**config.mk**
```make
export PLATFORM = sky130hd
export DESIGN_NAME = bicubic_result_packer
export DESIGN_NICKNAME = d
export VERILOG_FILES = /design/src/rtl/bicubic_pkg.sv /design/src/rtl/bicubic_sync_fifo.sv /design/src/rtl/bicubic_result_packer.sv
export SDC_FILE = /design/constraint.sdc
export NUM_CORES = 1
export LEC_CHECK = 0
export ABC_AREA = 1
export CORE_MARGIN = 4
export CORE_UTILIZATION = 50
export CTS_BUF_LIST = sky130_fd_sc_hd__clkbuf_16
export DETAILED_ROUTE_END_ITERATION = 6
export GPL_ROUTABILITY_DRIVEN = 0
export PLACE_DENSITY = 0.8
export SYNTH_ARGS = -nofsm -noshare
export SYNTH_HDL_FRONTEND = slang
export SYNTH_SLANG_ARGS = --single-unit
```
**constraint.sdc**
```tcl
create_clock -name clk -period 2.1 [get_ports clk]
set_clock_uncertainty 0.05 [all_clocks]
set_input_delay 0.63 -clock clk [delete_from_list [all_inputs] [get_ports clk]]
set_output_delay 0.63 -clock clk [all_outputs]
set_load 0.01 [all_outputs]
```
**src/rtl/bicubic_pkg.sv**
```systemverilog
// Shared types and the per-channel round/shift/clamp helper for the
// bicubic result packer. Optional feature macro: BICUBIC_RESULT_ROUND_EN
// (defined: round half up before the shift; undefined: truncate toward -inf).
package bicubic_pkg;

  localparam int FRAC_BITS  = 14;
  // Arithmetic width for the helper; wide enough for any product width up
  // to 62 bits plus the sign extension and rounding carry.
  localparam int CALC_WIDTH = 64;

  typedef logic [7:0] pixel_t;

  typedef struct packed {
    pixel_t r;
    pixel_t g;
    pixel_t b;
  } rgb_t;

  typedef struct packed {
    logic sof;
    logic eol;
    rgb_t rgb;
  } pix_word_t;

  // Add the rounding term, arithmetic-shift out the fraction, clamp to 0..255.
  function automatic pixel_t round_clamp(input logic signed [CALC_WIDTH-1:0] prod,
                                         input int frac_bits);
    logic signed [CALC_WIDTH-1:0] round_term;
    logic signed [CALC_WIDTH-1:0] shifted;
`ifdef BICUBIC_RESULT_ROUND_EN
    round_term = 64'sd1 <<< (frac_bits - 1);
`else
    round_term = 64'sd0;
`endif
    shifted = (prod + round_term) >>> frac_bits;
    if (shifted < 64'sd0) begin
      round_clamp = 8'h00;
    end else if (shifted > 64'sd255) begin
      round_clamp = 8'hFF;
    end else begin
      round_clamp = shifted[7:0];
    end
  endfunction

endpackage

```
**src/rtl/bicubic_sync_fifo.sv**
```systemverilog
// Single-clock FIFO with registered storage, push/pop/count. DEPTH must be a
// power of two so the pointers wrap naturally.
module bicubic_sync_fifo #(
  parameter int WIDTH = 26,
  parameter int DEPTH = 4
) (
  input  logic                       clk,
  input  logic                       rst_n,
  input  logic                       push,
  input  logic                       pop,
  input  logic [WIDTH-1:0]           wdata,
  output logic [WIDTH-1:0]           rdata,
  output logic [$clog2(DEPTH):0]     count,
  output logic                       empty
);

  localparam int AW    = (DEPTH > 1) ? $clog2(DEPTH) : 1;
  localparam int CNT_W = $clog2(DEPTH) + 1;

  logic [WIDTH-1:0] mem_r [DEPTH];
  logic [AW-1:0]    wr_ptr_r;
  logic [AW-1:0]    rd_ptr_r;
  logic [CNT_W-1:0] count_r;
  logic             do_push_s;
  logic             do_pop_s;

  // Qualify push/pop so a pop on empty or a push on full is ignored.
  always_comb begin
    do_pop_s  = pop & (count_r != {CNT_W{1'b0}});
    do_push_s = push & ((count_r != CNT_W'(DEPTH)) | do_pop_s);
    rdata     = mem_r[rd_ptr_r];
    count     = count_r;
    empty     = (count_r == {CNT_W{1'b0}});
  end

  // Storage, pointers and occupancy; simultaneous push and pop keeps count.
  always_ff @(posedge clk or negedge rst_n) begin
    if (!rst_n) begin
      for (int i = 0; i < DEPTH; i++) begin
        mem_r[i] <= {WIDTH{1'b0}};
      end
      wr_ptr_r <= {AW{1'b0}};
      rd_ptr_r <= {AW{1'b0}};
      count_r  <= {CNT_W{1'b0}};
    end else begin
      if (do_push_s) begin
        mem_r[wr_ptr_r] <= wdata;
        wr_ptr_r        <= wr_ptr_r + AW'(1);
      end
      if (do_pop_s) begin
        rd_ptr_r <= rd_ptr_r + AW'(1);
      end
      case ({do_push_s, do_pop_s})
        2'b10:   count_r <= count_r + CNT_W'(1);
        2'b01:   count_r <= count_r - CNT_W'(1);
        default: count_r <= count_r;
      endcase
    end
  end

endmodule

```
**src/rtl/bicubic_result_packer.sv**
```systemverilog
// Rounds/clamps three signed channel inner products into a 24-bit RGB pixel,
// tags it with start-of-frame / end-of-line and buffers it behind a
// valid/ready handshake. Optional feature macro: BICUBIC_RESULT_ROUND_EN.
module bicubic_result_packer
  import bicubic_pkg::*;
#(
  parameter int PRODUCT_WIDTH = 32,
  parameter int FRAC_BITS     = bicubic_pkg::FRAC_BITS,
  parameter int OUT_WIDTH     = 3840,
  parameter int OUT_HEIGHT    = 2160,
  parameter int FIFO_DEPTH    = 4
) (
  input  logic                     clk,
  input  logic                     rst_n,
  input  logic                     s_valid,
  output logic                     s_ready,
  input  logic [PRODUCT_WIDTH-1:0] s_prod_r,
  input  logic [PRODUCT_WIDTH-1:0] s_prod_g,
  input  logic [PRODUCT_WIDTH-1:0] s_prod_b,
  output logic                     m_valid,
  input  logic                     m_ready,
  output logic [23:0]              m_data,
  output logic                     m_sof,
  output logic                     m_eol
);

  localparam int CNT_W  = $clog2(FIFO_DEPTH) + 1;
  localparam int COL_W  = (OUT_WIDTH > 1) ? $clog2(OUT_WIDTH) : 1;
  localparam int ROW_W  = (OUT_HEIGHT > 1) ? $clog2(OUT_HEIGHT) : 1;
  localparam int EXT_W  = CALC_WIDTH - PRODUCT_WIDTH;
  localparam logic [COL_W-1:0] COL_LAST = COL_W'(OUT_WIDTH - 1);
  localparam logic [ROW_W-1:0] ROW_LAST = ROW_W'(OUT_HEIGHT - 1);

  logic             ready_en_r;
  logic             pipe_valid_r;
  rgb_t             pipe_rgb_r;
  logic [COL_W-1:0] wr_col_r;
  logic [ROW_W-1:0] wr_row_r;

  logic             accept_s;
  logic             pop_s;
  logic [CNT_W-1:0] occupancy_s;
  logic [CNT_W-1:0] fifo_count_s;
  logic             fifo_empty_s;
  pix_word_t        fifo_head_s;
  pix_word_t        wr_word_s;
  rgb_t             rgb_next_s;

  // Handshakes, per-channel conversion and output decode of the FIFO head.
  always_comb begin
    occupancy_s  = {{(CNT_W-1){1'b0}}, pipe_valid_r} + fifo_count_s;
    s_ready      = ready_en_r & (occupancy_s < CNT_W'(FIFO_DEPTH));
    accept_s     = s_valid & s_ready;
    pop_s        = (~fifo_empty_s) & m_ready;
    rgb_next_s.r = round_clamp({{EXT_W{s_prod_r[PRODUCT_WIDTH-1]}}, s_prod_r}, FRAC_BITS);
    rgb_next_s.g = round_clamp({{EXT_W{s_prod_g[PRODUCT_WIDTH-1]}}, s_prod_g}, FRAC_BITS);
    rgb_next_s.b = round_clamp({{EXT_W{s_prod_b[PRODUCT_WIDTH-1]}}, s_prod_b}, FRAC_BITS);
    wr_word_s.sof = (wr_row_r == {ROW_W{1'b0}}) && (wr_col_r == {COL_W{1'b0}});
    wr_word_s.eol = (wr_col_r == COL_LAST);
    wr_word_s.rgb = pipe_rgb_r;
    m_valid      = ~fifo_empty_s;
    m_data       = fifo_head_s.rgb;
    m_sof        = fifo_head_s.sof;
    m_eol        = fifo_head_s.eol;
  end

  // Keep s_ready low until the first edge after reset release.
  always_ff @(posedge clk or negedge rst_n) begin
    if (!rst_n) begin
      ready_en_r <= 1'b0;
    end else begin
      ready_en_r <= 1'b1;
    end
  end

  // Stage P: capture the converted pixel of an accepted triple.
  always_ff @(posedge clk or negedge rst_n) begin
    if (!rst_n) begin
      pipe_valid_r <= 1'b0;
      pipe_rgb_r   <= 24'h000000;
    end else if (accept_s) begin
      pipe_valid_r <= 1'b1;
      pipe_rgb_r   <= rgb_next_s;
    end else begin
      pipe_valid_r <= 1'b0;
    end
  end

  // Write-side position counters; FIFO order equals output order.
  always_ff @(posedge clk or negedge rst_n) begin
    if (!rst_n) begin
      wr_col_r <= {COL_W{1'b0}};
      wr_row_r <= {ROW_W{1'b0}};
    end else if (pipe_valid_r) begin
      if (wr_col_r == COL_LAST) begin
        wr_col_r <= {COL_W{1'b0}};
        wr_row_r <= (wr_row_r == ROW_LAST) ? {ROW_W{1'b0}} : wr_row_r + ROW_W'(1);
      end else begin
        wr_col_r <= wr_col_r + COL_W'(1);
      end
    end
  end

  bicubic_sync_fifo #(
    .WIDTH ($bits(pix_word_t)),
    .DEPTH (FIFO_DEPTH)
  ) u_fifo (
    .clk   (clk),
    .rst_n (rst_n),
    .push  (pipe_valid_r),
    .pop   (pop_s),
    .wdata (wr_word_s),
    .rdata (fifo_head_s),
    .count (fifo_count_s),
    .empty (fifo_empty_s)
  );

endmodule

```
**Word level (Yosys, flattened, before mapping)**

Cells that the tools add are included.

- $add $sub $neg: 7
- Magnitude comparators: 10
- Equal/unequal tests: 5
- Muxes and demuxes: 16
- Bitwise operators: 9
- Reductions and logical operators: 8

Operator list:

| operator | count |
|---|---|
| bitwise mux 104 bit | 1 |
| two-way mux 26 bit | 3 |
| > comparator 18 x 9 -> 1 bit (second input constant) | 3 |
| less-than comparator 18 x 1 -> 1 bit (second input constant) | 3 |
| binary-select mux 26 bit (select 2 bit) | 1 |
| demux 26 bit (select 2 bit) | 1 |
| two-way mux 8 bit | 6 |
| adder 12 x 1 -> 12 bit (second input constant) | 2 |
| == test 12 bit (second input constant) | 2 |
| logical NOT 12 bit | 2 |
| two-way mux 12 bit | 2 |
| >= comparator 3 bit (second input constant) | 2 |
| NOT 2 -> 3 bit | 2 |
| one-hot mux 3 bit (2 select lines) | 1 |
| AND 1 bit | 5 |
| adder 2 x 1 -> 2 bit (second input constant) | 2 |
| adder 1 x 3 -> 3 bit | 1 |
| adder 3 x 1 -> 3 bit (second input constant) | 1 |
| logical NOT 3 bit | 1 |
| less-than comparator 3 x 1 -> 1 bit (second input constant) | 1 |
| less-than comparator 3 bit (second input constant) | 1 |
| != test 3 bit (second input constant) | 1 |
| nonzero test 3 bit | 1 |
| subtractor 3 x 1 -> 3 bit (second input constant) | 1 |
| 8 further kinds | 9 |

- Register bits: 161
- Bits of input ports: 100
- Output and inout bits: 28

**Logic depth before layout (Yosys ltp)**

Gate-level depths: netlist of the first run.

- Depth after elaboration: 8
- Mapped depth: 9
- Mapped depth without buffers: 9

**Hierarchy**

From an unflattened synthesis of the first run, not the netlist that was laid out.

- Cells, all modules: 1008
- Area, all modules: 8170.3 µm²

Modules (own cells, without submodules):

| module | instances | cells an instance | area an instance (µm²) |
|---|---|---|---|
| bicubic_sync_fifo | 1 | 659 | 5496.5 |
| bicubic_result_packer | 1 | 349 | 2673.8 |

**Worst setup path after synthesis of the first run**

No wires, ideal clock.

- Path type: input port to flip-flop
- Start point: input m_ready
- End point: register u_fifo.count_r[2] (netlist: u_fifo.count[2])
- Data arrival time: 1845 ps
- Data required time: 1919 ps
- Path slack: 74 ps
- Cell stages on the path: 8
- Buffers on the path: 0
- Cell sequence: inv_1 a21oi_1 ha_1 inv_1 fa_1 a21oi_1 o21ai_0 xor2_1

- Word-level cells in the longest chain between the ends: 6

RTL lines:

| element | RTL line | text |
|---|---|---|
| from (decl) | bicubic_result_packer.sv:21 | `input logic m_ready,` |
| AND 1 bit (*) | bicubic_result_packer.sv:54 | `pop_s = (~fifo_empty_s) & m_ready;` |
| AND 1 bit (*) | bicubic_sync_fifo.sv:29 | `do_pop_s = pop & (count_r != {CNT_W{1'b0}});` |
| net u_fifo.do_pop_s | bicubic_sync_fifo.sv:25 | `logic do_pop_s;` |
| bitwise OR 1 bit | bicubic_sync_fifo.sv:30 | `do_push_s = push & ((count_r != CNT_W'(DEPTH)) \| do_pop_s);` |
| AND 1 bit | bicubic_sync_fifo.sv:30 |  |
| == test 2 x 1 -> 1 bit or == test 2 bit (tied branches) | bicubic_sync_fifo.sv:53 | `case ({do_push_s, do_pop_s})` |
| one-hot mux 3 bit (2 select lines) or nonzero test 2 bit (tied branches) | n/a |  |
| to (signal assigned) | bicubic_sync_fifo.sv:54 | `2'b10: count_r <= count_r + CNT_W'(1);` |
| to (signal assigned) | bicubic_sync_fifo.sv:55 | `2'b01: count_r <= count_r - CNT_W'(1);` |
| to (signal assigned) | bicubic_sync_fifo.sv:56 | `default: count_r <= count_r;` |
| to (decl) | bicubic_sync_fifo.sv:23 | `logic [CNT_W-1:0] count_r;` |

The timed path passes the listed nets; every way through them passes the cells marked *.
A chain may end at the register's enable or synchronous reset.

**Worst setup path in the final report of the first run**

- Start point: register u_fifo.rd_ptr_r[0]
- End point: output m_data[14]

- Word-level cells in the longest chain between the ends: 4

RTL lines:

| element | RTL line | text |
|---|---|---|
| from (decl) | bicubic_sync_fifo.sv:22 | `logic [AW-1:0] rd_ptr_r;` |
| from (signal assigned) | bicubic_sync_fifo.sv:43 | `rd_ptr_r <= {AW{1'b0}};` |
| from (signal assigned) | bicubic_sync_fifo.sv:51 | `rd_ptr_r <= rd_ptr_r + AW'(1);` |
| NOT 2 -> 3 bit (implied by the code) | bicubic_sync_fifo.sv:31 | `rdata = mem_r[rd_ptr_r];` |
| binary-select mux 26 bit (select 2 bit) | bicubic_sync_fifo.sv:31 |  |
| two-way mux 26 bit (implied by the code) (2 in series) | bicubic_sync_fifo.sv:31 |  |
| to (decl) | bicubic_result_packer.sv:22 | `output logic [23:0] m_data,` |

Every way passes these cells. The select of a mux whose other input is x is not followed.

==> results.cfg, run 1 <==
[logic_synthesis]
yosysSeqAreaShare_pct = 52.1
syn_area_per_cell_sq_um = 7.94
synth_area_sq_um = 7740
ys_types = 32
synthCells = 975
synth_nets = 1085
ys_warn_count = 0
ys_ff_latch = 161

[worst_setup_path]
cp-end-kind = output pin
r2r_slack_ns = 0.21
crit_buf_inv = 3
required_ns = 1.42
startpoint_type = flop
reg2reg_to = u_fifo.count[2]
critPathMaxFanout = 14
path_class = reg -> out
r2r_start = u_fifo.count[1]
cp_slowest_cell = dfrtp_2
cp_top_family = flip-flops
reg2reg_depth = 9
max_stage_delay_ns = 0.50
path_cells = clkinv_4 > buf_12 > o21ai_0 > o22ai_2 > buf_2
arrival_ns = 1.79

[routing]
drc = 0
vias = 7348
wl_um = 22200
dr.first_iter.drc_count = 896
wl_per_cell_um = 16.9
via_per_inst = 5.62
dr.pass1.iters = 5
final_antenna_net_count = 0

[sta]
fmax_ghz = 0.404
slew_violations = 0
fin_crit_ns = 2.47
layout_setup_ws_ns = -0.374
min_period_over_period_pct = 118
hold_viol_final = 0
setup_viol = 26
rsz0062_at_grt = true

[power]
comb_power_share_pct = 41.7
p_int_uw = 8910
p_leak_uw = 0.00513
switching_power_uw = 5820
powerDensity_nw_per_um2 = 1450
clkPwrFrac_pct = 20.9
pwr-share-seq_pct = 37.4
switching_share_pct = 39.5
irDropWorstVdd_uv = 865

[grt]
grt_pass1_vias = 7335
antenna_found_initial = 0
grt_usage_pct = 25.4
gr-total-overflow = 0
grt_pass1_wl_um = 35900
grt_max_degree = 43

[die]
design.die.area_sq_um = 17500
core_sq_um = 15200
num_rows = 45
io_pins = 128
start_util_pct = 50.9
die_h_um = 132
die_x_um = 132

[placed_design]
io_buffers = 85
hpwl_um = 13500
dpl_cell_area_sq_um = 9170

[clock_tree]
cts_tree = done
clkSinkCount = 161
hold_buffers = 0
clock-root-buffer = clkbuf_16
cts.clk_slew.worst_paths_ns = 0.07
clk-insertion-delay-late_ns = 0.43
cts_max_level = 4
cts_buffers = 17
cts_buffer_depth = 2

[flow_run]
cap_violations = 0

[cells_and_area]
nNetsFinal = 1218
n_fill_cell = 1152
fin_area_sq_um = 10100
diodes = 0
drive_gt1_share_pct = 19.0
area_growth_pct = 31.2
post-route-util_pct = 66.8

[run_status]
violations = negative setup slack
status = finished, violations left

[hold_path]
worstHoldPathType = in -> async
-- cells by family (layout without fill, tap and decap cells) --
logic type | Yosys count | count (layout) | share of synthesized area [%]
fa+ha+maj | 10 | 10 | 1.71
flops | 161 | 161 | 52.1
compound gates | 131 | 131 | 8.91
other cells | 1 | 1 | 0.0485
buf+inv | 88 | 233 | 6.03
simple gates | 575 | 575 | 30.2
xor+xnor | 9 | 9 | 1.02
-- worst max path at each step --
stage	start	to	slack [ns]	cells past startpoint
final	u_fifo.rd_ptr_r[0]	m_data[14]	-0.37	5
after CTS	u_fifo.rd_ptr_r[0]	m_data[8]	-0.26	5
after global placement	m_ready	u_fifo.count[2]	-0.38	9
after detailed placement	m_ready	u_fifo.count[2]	-0.42	9
after floorplan	m_ready	u_fifo.count[2]	0.07	8
after global routing	u_fifo.rd_ptr_r[0]	m_data[14]	-0.39	5
-- flip-flops by register name, summed over array words and instances (netlist names) --
name             count
pipe_rgb_r          24
pipe_valid_r         1
u_fifo.rd_ptr_r      2
u_fifo.wr_ptr_r      2
ready_en_r           1
u_fifo.count         3
wr_row_r            12
wr_col_r            12
u_fifo.mem_r       104
-- power groups by stage --
stage | logic, uW | registers [uW] | clock network (uW)
floorplan | 2970 | 5010 | 0
global placement | 5070 | 5260 | 0
detailed placement | 5220 | 5290 | 0
CTS | 5810 | 5340 | 3100
global route | 6670 | 5620 | 3250
finish | 6140 | 5510 | 3080
-- Yosys cell counts --
cell type | instances | share of area (%)
nand4_1 | 10 | 0.81
buf_6 | 12 | 1.7
nor2_4 | 1 | 0.15
nand3b_1 | 3 | 0.29
o21ai_0 | 80 | 5.2
xor2_1 | 7 | 0.79
o21ai_1 | 20 | 1.3
nand2_2 | 4 | 0.32
nand2_1 | 397 | 19
nor2_2 | 1 | 0.081
fa_1 | 1 | 0.26
ha_1 | 9 | 1.5
nand3_2 | 3 | 0.39
nand2_4 | 5 | 0.73
dfrtp_1 | 161 | 52
buf_4 | 8 | 0.78
o22ai_1 | 27 | 2.2
nor2_1 | 112 | 5.4
conb_1 | 1 | 0.048
inv_1 | 45 | 2.2
nor4_1 | 1 | 0.081
buf_1 | 2 | 0.097
nor3_1 | 8 | 0.52
or2_2 | 2 | 0.16
nand3_1 | 27 | 1.7
inv_4 | 6 | 0.49
buf_2 | 1 | 0.065
xnor2_1 | 2 | 0.23
clkbuf_1 | 12 | 0.58
nor2_8 | 1 | 0.26
a21oi_1 | 4 | 0.26
inv_2 | 2 | 0.097
-- cell type report --
class	count	area (sq um)	share of cell area, %
sequential	161	4030	39.7
tap	188	235	2.32
clock buffer	17	425	4.19
clock inverter	14	156	1.54
multi-input combinational	726	3520	34.7
inverter	53	219	2.16
timing repair buffer	149	1560	15.4
-- layer usage --
layer	wire length, um	part of all wire, %	vias up	GRT usage (%)
li1	-	-	3381	-
met1	8750	40	3520	32.7
met2	11100	50	389	41.9
met3	1720	7.8	58	5.27
met4	612	2.8	0	11.0
met5	0	0	-	0
-- per-stage QoR --
| stage | cells | TNS, ns | setup WS, ns | hold slack [ns] | total power (uW) |
|---|---|---|---|---|---|
| finish | 1308 | -5.90 | -0.374 | 0.0657 | 14700 |
| global route | 1308 | -7.08 | -0.394 | 0.0822 | 15500 |
| CTS | 1309 | -5.18 | -0.263 | 0.0805 | 14300 |
| detailed placement | 1264 | -5.54 | -0.417 | 0.411 | 10500 |
| global placement | 1264 | -4.02 | -0.383 | 0.406 | 10300 |
| floorplan | 975 | 0 | 0.0739 | 0.284 | 7980 |
-- cells in the final DEF (no fill, tap or decap), types with 3 or more instances in the layout --
cell             synthesis  final
a21oi_1                  4      3
buf_12                   0     20
buf_16                   0      4
buf_2                    1     27
buf_4                    8     32
buf_6                   12      7
clkbuf_16                0     17
clkdlybuf4s50_1          0     56
clkinvlp_4               0      5
dfrtp_1                161    158
dfrtp_2                  0      3
ha_1                     9      9
inv_1                   45     44
inv_2                    2      3
inv_4                    6      6
inv_6                    0      4
nand2_1                397    396
nand2_2                  4      5
nand2_4                  5      5
nand3_1                 27     26
nand3_2                  3      4
nand3b_1                 3      3
nand4_1                 10     10
nor2_1                 112     92
nor2_2                   1     15
nor2_4                   1      7
nor3_1                   8      8
o21ai_0                 80     35
o21ai_1                 20     40
o21ai_2                  0     24
o22ai_1                 27     14
o22ai_2                  0     13
xor2_1                   7      7
-- what timing repair did --
item	in CTS	in global routing
endpoints found under the hold margin	0	0
pin swaps	23	18
cloned	6	0
setup endpoints to repair	28	28
resized for setup	181	67
buffers inserted	8	1
No activity file was read; power rests on OpenSTA's default activity.
==> run 2, diff against run 1 <==
--- a/config.mk
+++ b/config.mk
@@ -9,6 +9,7 @@
 export CORE_MARGIN = 4
 export CORE_UTILIZATION = 50
 export CTS_BUF_LIST = sky130_fd_sc_hd__clkbuf_16
+export CTS_CLUSTER_SIZE = 24
 export DETAILED_ROUTE_END_ITERATION = 6
 export GPL_ROUTABILITY_DRIVEN = 0
 export PLACE_DENSITY = 0.8
==> results of run 2 <==
Same layout as run 1: the final DEF is identical, and so are final timing and power.
==> run 3, diff against run 2 <==
--- a/config.mk
+++ b/config.mk
@@ -13,6 +13,7 @@
 export DETAILED_ROUTE_END_ITERATION = 6
 export GPL_ROUTABILITY_DRIVEN = 0
 export PLACE_DENSITY = 0.8
+export SETUP_SLACK_MARGIN = 0.5
 export SYNTH_ARGS = -nofsm -noshare
 export SYNTH_HDL_FRONTEND = slang
 export SYNTH_SLANG_ARGS = --single-unit
==> run 3 against run 2 <==
  * Sequential power up 14%
  * Clock power up 14%
  * Setup slack worse by 0.047 ns
  * Non-clock buffer count up 48
  * Clock-buffer cell count unchanged
  * Critical path type unchanged
  * Via count up 17%
  * Global-route usage up 5.4 points
  * Hold slack better by 0.0071 ns
  * Register-to-register slack worse by 0.10 ns
  * Largest cell class is now multi-input gates
  * Sequential share of layout area down 7.6 points
  * Routed wire length up 53%
  * Cell count up 3.7%
  * The flow still finishes with violations (negative setup slack)
==> results.cfg, run 3 (synthesis gave the netlist of run 1 again) <==
[cells_and_area]
largest_register = u_fifo.mem_r
area_growth_pct = 62.1
fin_cells = 1357
nNetsFinal = 1266
layout_common_cells = nand2_1 (172), dfrtp_1 (157), nand2_2 (131)
n_fill_cell = 705
drive_gt1_share_pct = 46.3
diodes = 0
top_regs = u_fifo.mem_r: 104 flops, pipe_rgb_r: 24 flops
final_common_cell = nand2_1
largest_register_ffs = 104

[worst_setup_path]
max_stage_delay_ns = 0.47
startpoint_type = flop
cp_slowest_cell = dfrtp_2
critPathMaxFanout = 16
path_cells = inv_6 > buf_6 > buf_12 > o21ai_2 > o22ai_2 > buf_2
crit_buf_inv = 4
path_class = reg -> out
arrival_ns = 1.84
cp-end-kind = output pin
required_ns = 1.42
cp_top_family = buffers and inverters

[clock_tree]
clk-insertion-delay-late_ns = 0.45
cts_buffers = 17
cts_max_level = 4
cts.clk_slew.worst_paths_ns = 0.07
clkSinkCount = 161
hold_buffers = 0
cts_buffer_depth = 2
cts_tree = done
clock-root-buffer = clkbuf_16

[grt]
grt_pass1_wl_um = 42700
gr-total-overflow = 0
grt_pass1_vias = 8195
grt_usage_pct = 30.8
antenna_found_initial = 0
grt_max_degree = 42

[power]
p_leak_uw = 0.00612
comb_power_share_pct = 47.0
switching_power_uw = 8150
p_int_uw = 10300
clkPwrFrac_pct = 18.9
pwr-share-seq_pct = 34.1
switching_share_pct = 44.1
powerDensity_nw_per_um2 = 1470
irDropWorstVdd_uv = 927

[sta]
layout_setup_ws_ns = -0.421
fmax_ghz = 0.397
rsz0062_at_grt = true
fin_crit_ns = 2.52
slew_violations = 0
hold_viol_final = 0
setup_tns_ns = -7.34
min_period_over_period_pct = 120
setup_viol = 26

[run_status]
status = finished, violations left
violations = negative setup slack

[placed_design]
placed_cells = 1272
hpwl_um = 13600
io_buffers = 85

[die]
die_x_um = 132
die_h_um = 132
core_sq_um = 15200
num_rows = 45
start_util_pct = 50.9
io_pins = 128
design.die.area_sq_um = 17500

[routing]
via_per_inst = 6.36
dr.pass1.iters = 6
wl_um = 33900
drc = 0
dr.first_iter.drc_count = 1163
wl_per_cell_um = 25.0
vias = 8627
final_antenna_net_count = 0

[hold_path]
worstHoldPathType = in -> async

[flow_run]
cap_violations = 0
==> run 3: cell types whose count changed in the layout (fill, tap and decap cells not counted), sizes merged <==
cell	change
inv	-5
clkdlybuf4s50	-4
clkbuf	+2
bufinv	+3
dlymetal6s2s	+3
clkinvlp	-3
buf	+47
clkinv	+6
==> run 3: path summary, 6_finish.rpt <==
kind | slack (ns) | from | cells past startpoint | end
max in group asynchronous | 1.33 | rst_n | 2 | u_fifo.rd_ptr_r[1]
max reg2reg | 0.11 | u_fifo.count[0] | 11 | u_fifo.count[2]
max | -0.42 | u_fifo.rd_ptr_r[0] | 6 | m_data[5]
min reg2reg | 0.46 | u_fifo.mem_r[1] | 2 | u_fifo.mem_r[1]
min | 0.07 | rst_n | 1 | pipe_rgb_r[11]
min in group clk | 0.46 | u_fifo.mem_r[1] | 2 | u_fifo.mem_r[1]
==> run 3: power groups by stage <==
stage	clock, uW	sequential (uW)	combinational (uW)
CTS	3390	5630	6800
detailed placement	0	5320	6010
global placement	0	5300	5850
finish	3500	6300	8690
floorplan	0	5040	3710
global route	3610	6310	9020
==> run 3: layout make-up <==
cell class	count	area (sq um)	area share [%]
clock buffers	17	425	3.39
repair buffers	197	2440	19.5
flip-flops and latches	161	4030	32.2
multi-input cells	726	4900	39.1
well taps	188	235	1.88
clock inverters	15	214	1.71
inverters	53	295	2.35
==> run 3: repair_timing <==
action	in CTS	in global routing
setup buffers	32	9
cloned	10	2
setup endpoints to repair	144	169
pin swaps	92	69
resized for setup	402	250
hold endpoints to repair	0	0
==> run 3: through the flow <==
| stage | area, sq um | hold WS [ns] | util (%) | worst slack [ns] | power, uW |
|---|---|---|---|---|---|
| floorplan | 8050 | 0.284 | - | 0.229 | 8750 |
| detailed placement | 9530 | 0.410 | 62.7 | -0.403 | 11300 |
| CTS | 11500 | 0.0847 | 75.4 | -0.263 | 15800 |
| global route | 12500 | 0.0909 | 82.5 | -0.454 | 18900 |
| finish | 12500 | 0.0728 | 82.5 | -0.421 | 18500 |
| global placement | 9530 | 0.407 | 62.7 | -0.420 | 11100 |
==> run 3: per-layer routing <==
layer,track usage [%],part of all wire [%],up-vias
li1,-,-,3479
met1,36.9,34,4162
met2,51.5,47,735
met3,7.63,11,251
met4,16.5,8.4,0
met5,0,0,-
==> variant: new RTL, settings of run 1 <==
Change the parameter `FIFO_DEPTH` from 4 to 2.
--- a/src/rtl/bicubic_result_packer.sv
+++ b/src/rtl/bicubic_result_packer.sv
@@ -9,5 +9,5 @@
   parameter int OUT_WIDTH     = 3840,
   parameter int OUT_HEIGHT    = 2160,
-  parameter int FIFO_DEPTH    = 4
+  parameter int FIFO_DEPTH    = 2
 ) (
   input  logic                     clk,
Check against the original RTL: not equivalent (a bounded check fails within 4 cycles, from zero or initial values and one cycle with rst_n low).
==> variant against run 1 <==
Wire length down 47%. Clock power fell by 45%. Sequential cell count is 55 lower. Via count is 39% lower. Setup slack better by 430 ps. Final area is 36% lower. Power shrank 46%. Area after synthesis decreased by 33%. Fmax up 21%. Cell count down 34%. Critical endpoint is now m_data[16].
==> variant: results (changes against run 1) <==
[cts]
clk_latency_ps=350  ; -80 ps
cts_made_buffers=9  ; -8
ctsHtreeMaxLevel=3  ; -1

[placement]
place_ws_ps=-126  ; +291 ps
dp.cells=837  ; -34%
post-dp-hpwl_um=8310  ; -39%

[logic_synthesis]
synth_fp_nets=726  ; -33%
synth.area.top_cells=dfrtp_1, nand2_1, o21ai_0
yosys-top-cells-count=nand2_1, dfrtp_1, o21ai_0
syn_inst=621  ; -36%

[layout]
drive_above_1_share_pct=14.4  ; -4.7 points
reg_top3=u_fifo.mem_r x52, pipe_rgb_r x24
final-seq-area_um2=2660  ; -34%

[route]
viasPerCell=5.22  ; -7.2%
drt-initial-drc-count=418  ; -53%

[global_routing]
grt_pass1_vias=4378  ; -40%
groute.usage.overall_pct=20.5  ; -5.0 points
grt_pass1_wl_um=19500  ; -46%
grt_use_met3_pct=3.35  ; -1.9 points
met1_usage_pct=26.6  ; -6.1 points

[power]
power.total_mw=7.93  ; -46%
ir_drop_mv=0.686  ; -21%
leakage_nw=3.12  ; -39%
combPwrFrac_pct=37.8  ; -3.9 points

[outcome]
status=completed

[setup_path]
startpoint=u_fifo.rd_ptr_r$_DFFE_PN0N_
crit-reg2reg-launch=u_fifo.count[0]$_DFFE_PN0P_
critical_path.top_delay_family=buffers and inverters
slowest_delay_ps=440  ; -60 ps

-- variant: cell count changes after synthesis, moves of 17 or more --
cell     change
nor2_1      -73
o21ai_1     +17
nand2_1    -210
o22ai_1     -26
dfrtp_1     -55
-- variant: timing repair --
| item | in CTS | in global routing |
|---|---|---|
| resized for setup | 74 | 19 |
| endpoints found under the setup margin | 28 | 22 |
| buffers inserted | 4 | 1 |
| pin swaps | 0 | 0 |
| hold buffers | 0 | 0 |
| gates cloned | 0 | 0 |
-- variant: final timing paths --
kind	endpoint	slack (ps)	cells after the start
max	m_data[16]	60	5
min	u_fifo.mem_r[28]$_DFFE_PN0P_	230	1
max reg2reg	u_fifo.count[1]$_DFFE_PN0P_	300	10
min reg2reg	u_fifo.mem_r[28]$_DFFE_PN0P_	440	2
max in group asynchronous	u_fifo.count[0]$_DFFE_PN0P_	1170	2
min in group clk	u_fifo.mem_r[28]$_DFFE_PN0P_	440	2
-- variant: cell families (layout without fill, tap and decap cells) --
logic type / count (synthesis) / count (layout) / share of synthesized area (%)
simple gates: 296 / 296 / 25.8
compound gates: 123 / 123 / 13.0
flops: 106 / 106 / 51.4
buf+inv: 84 / 187 / 7.44
xor+xnor: 6 / 6 / 1.02
fa+ha+maj: 5 / 5 / 1.21
other cells: 1 / 1 / 0.0727
-- variant: area by class of cell --
cell class,instances,share of cell area [%]
clock inverters,7,1.19
clock buffers,9,3.46
inverters,65,3.78
multi-input cells,431,32.7
repair buffers,106,15.6
well taps,133,2.55
flip-flops and latches,106,40.8
-- variant: per-layer routing --
layer / vias up / routed length, um
li1: 2204 / -
met1: 2076 / 5030
met2: 160 / 5740
met3: 30 / 631
met4: 0 / 310
met5: - / 0
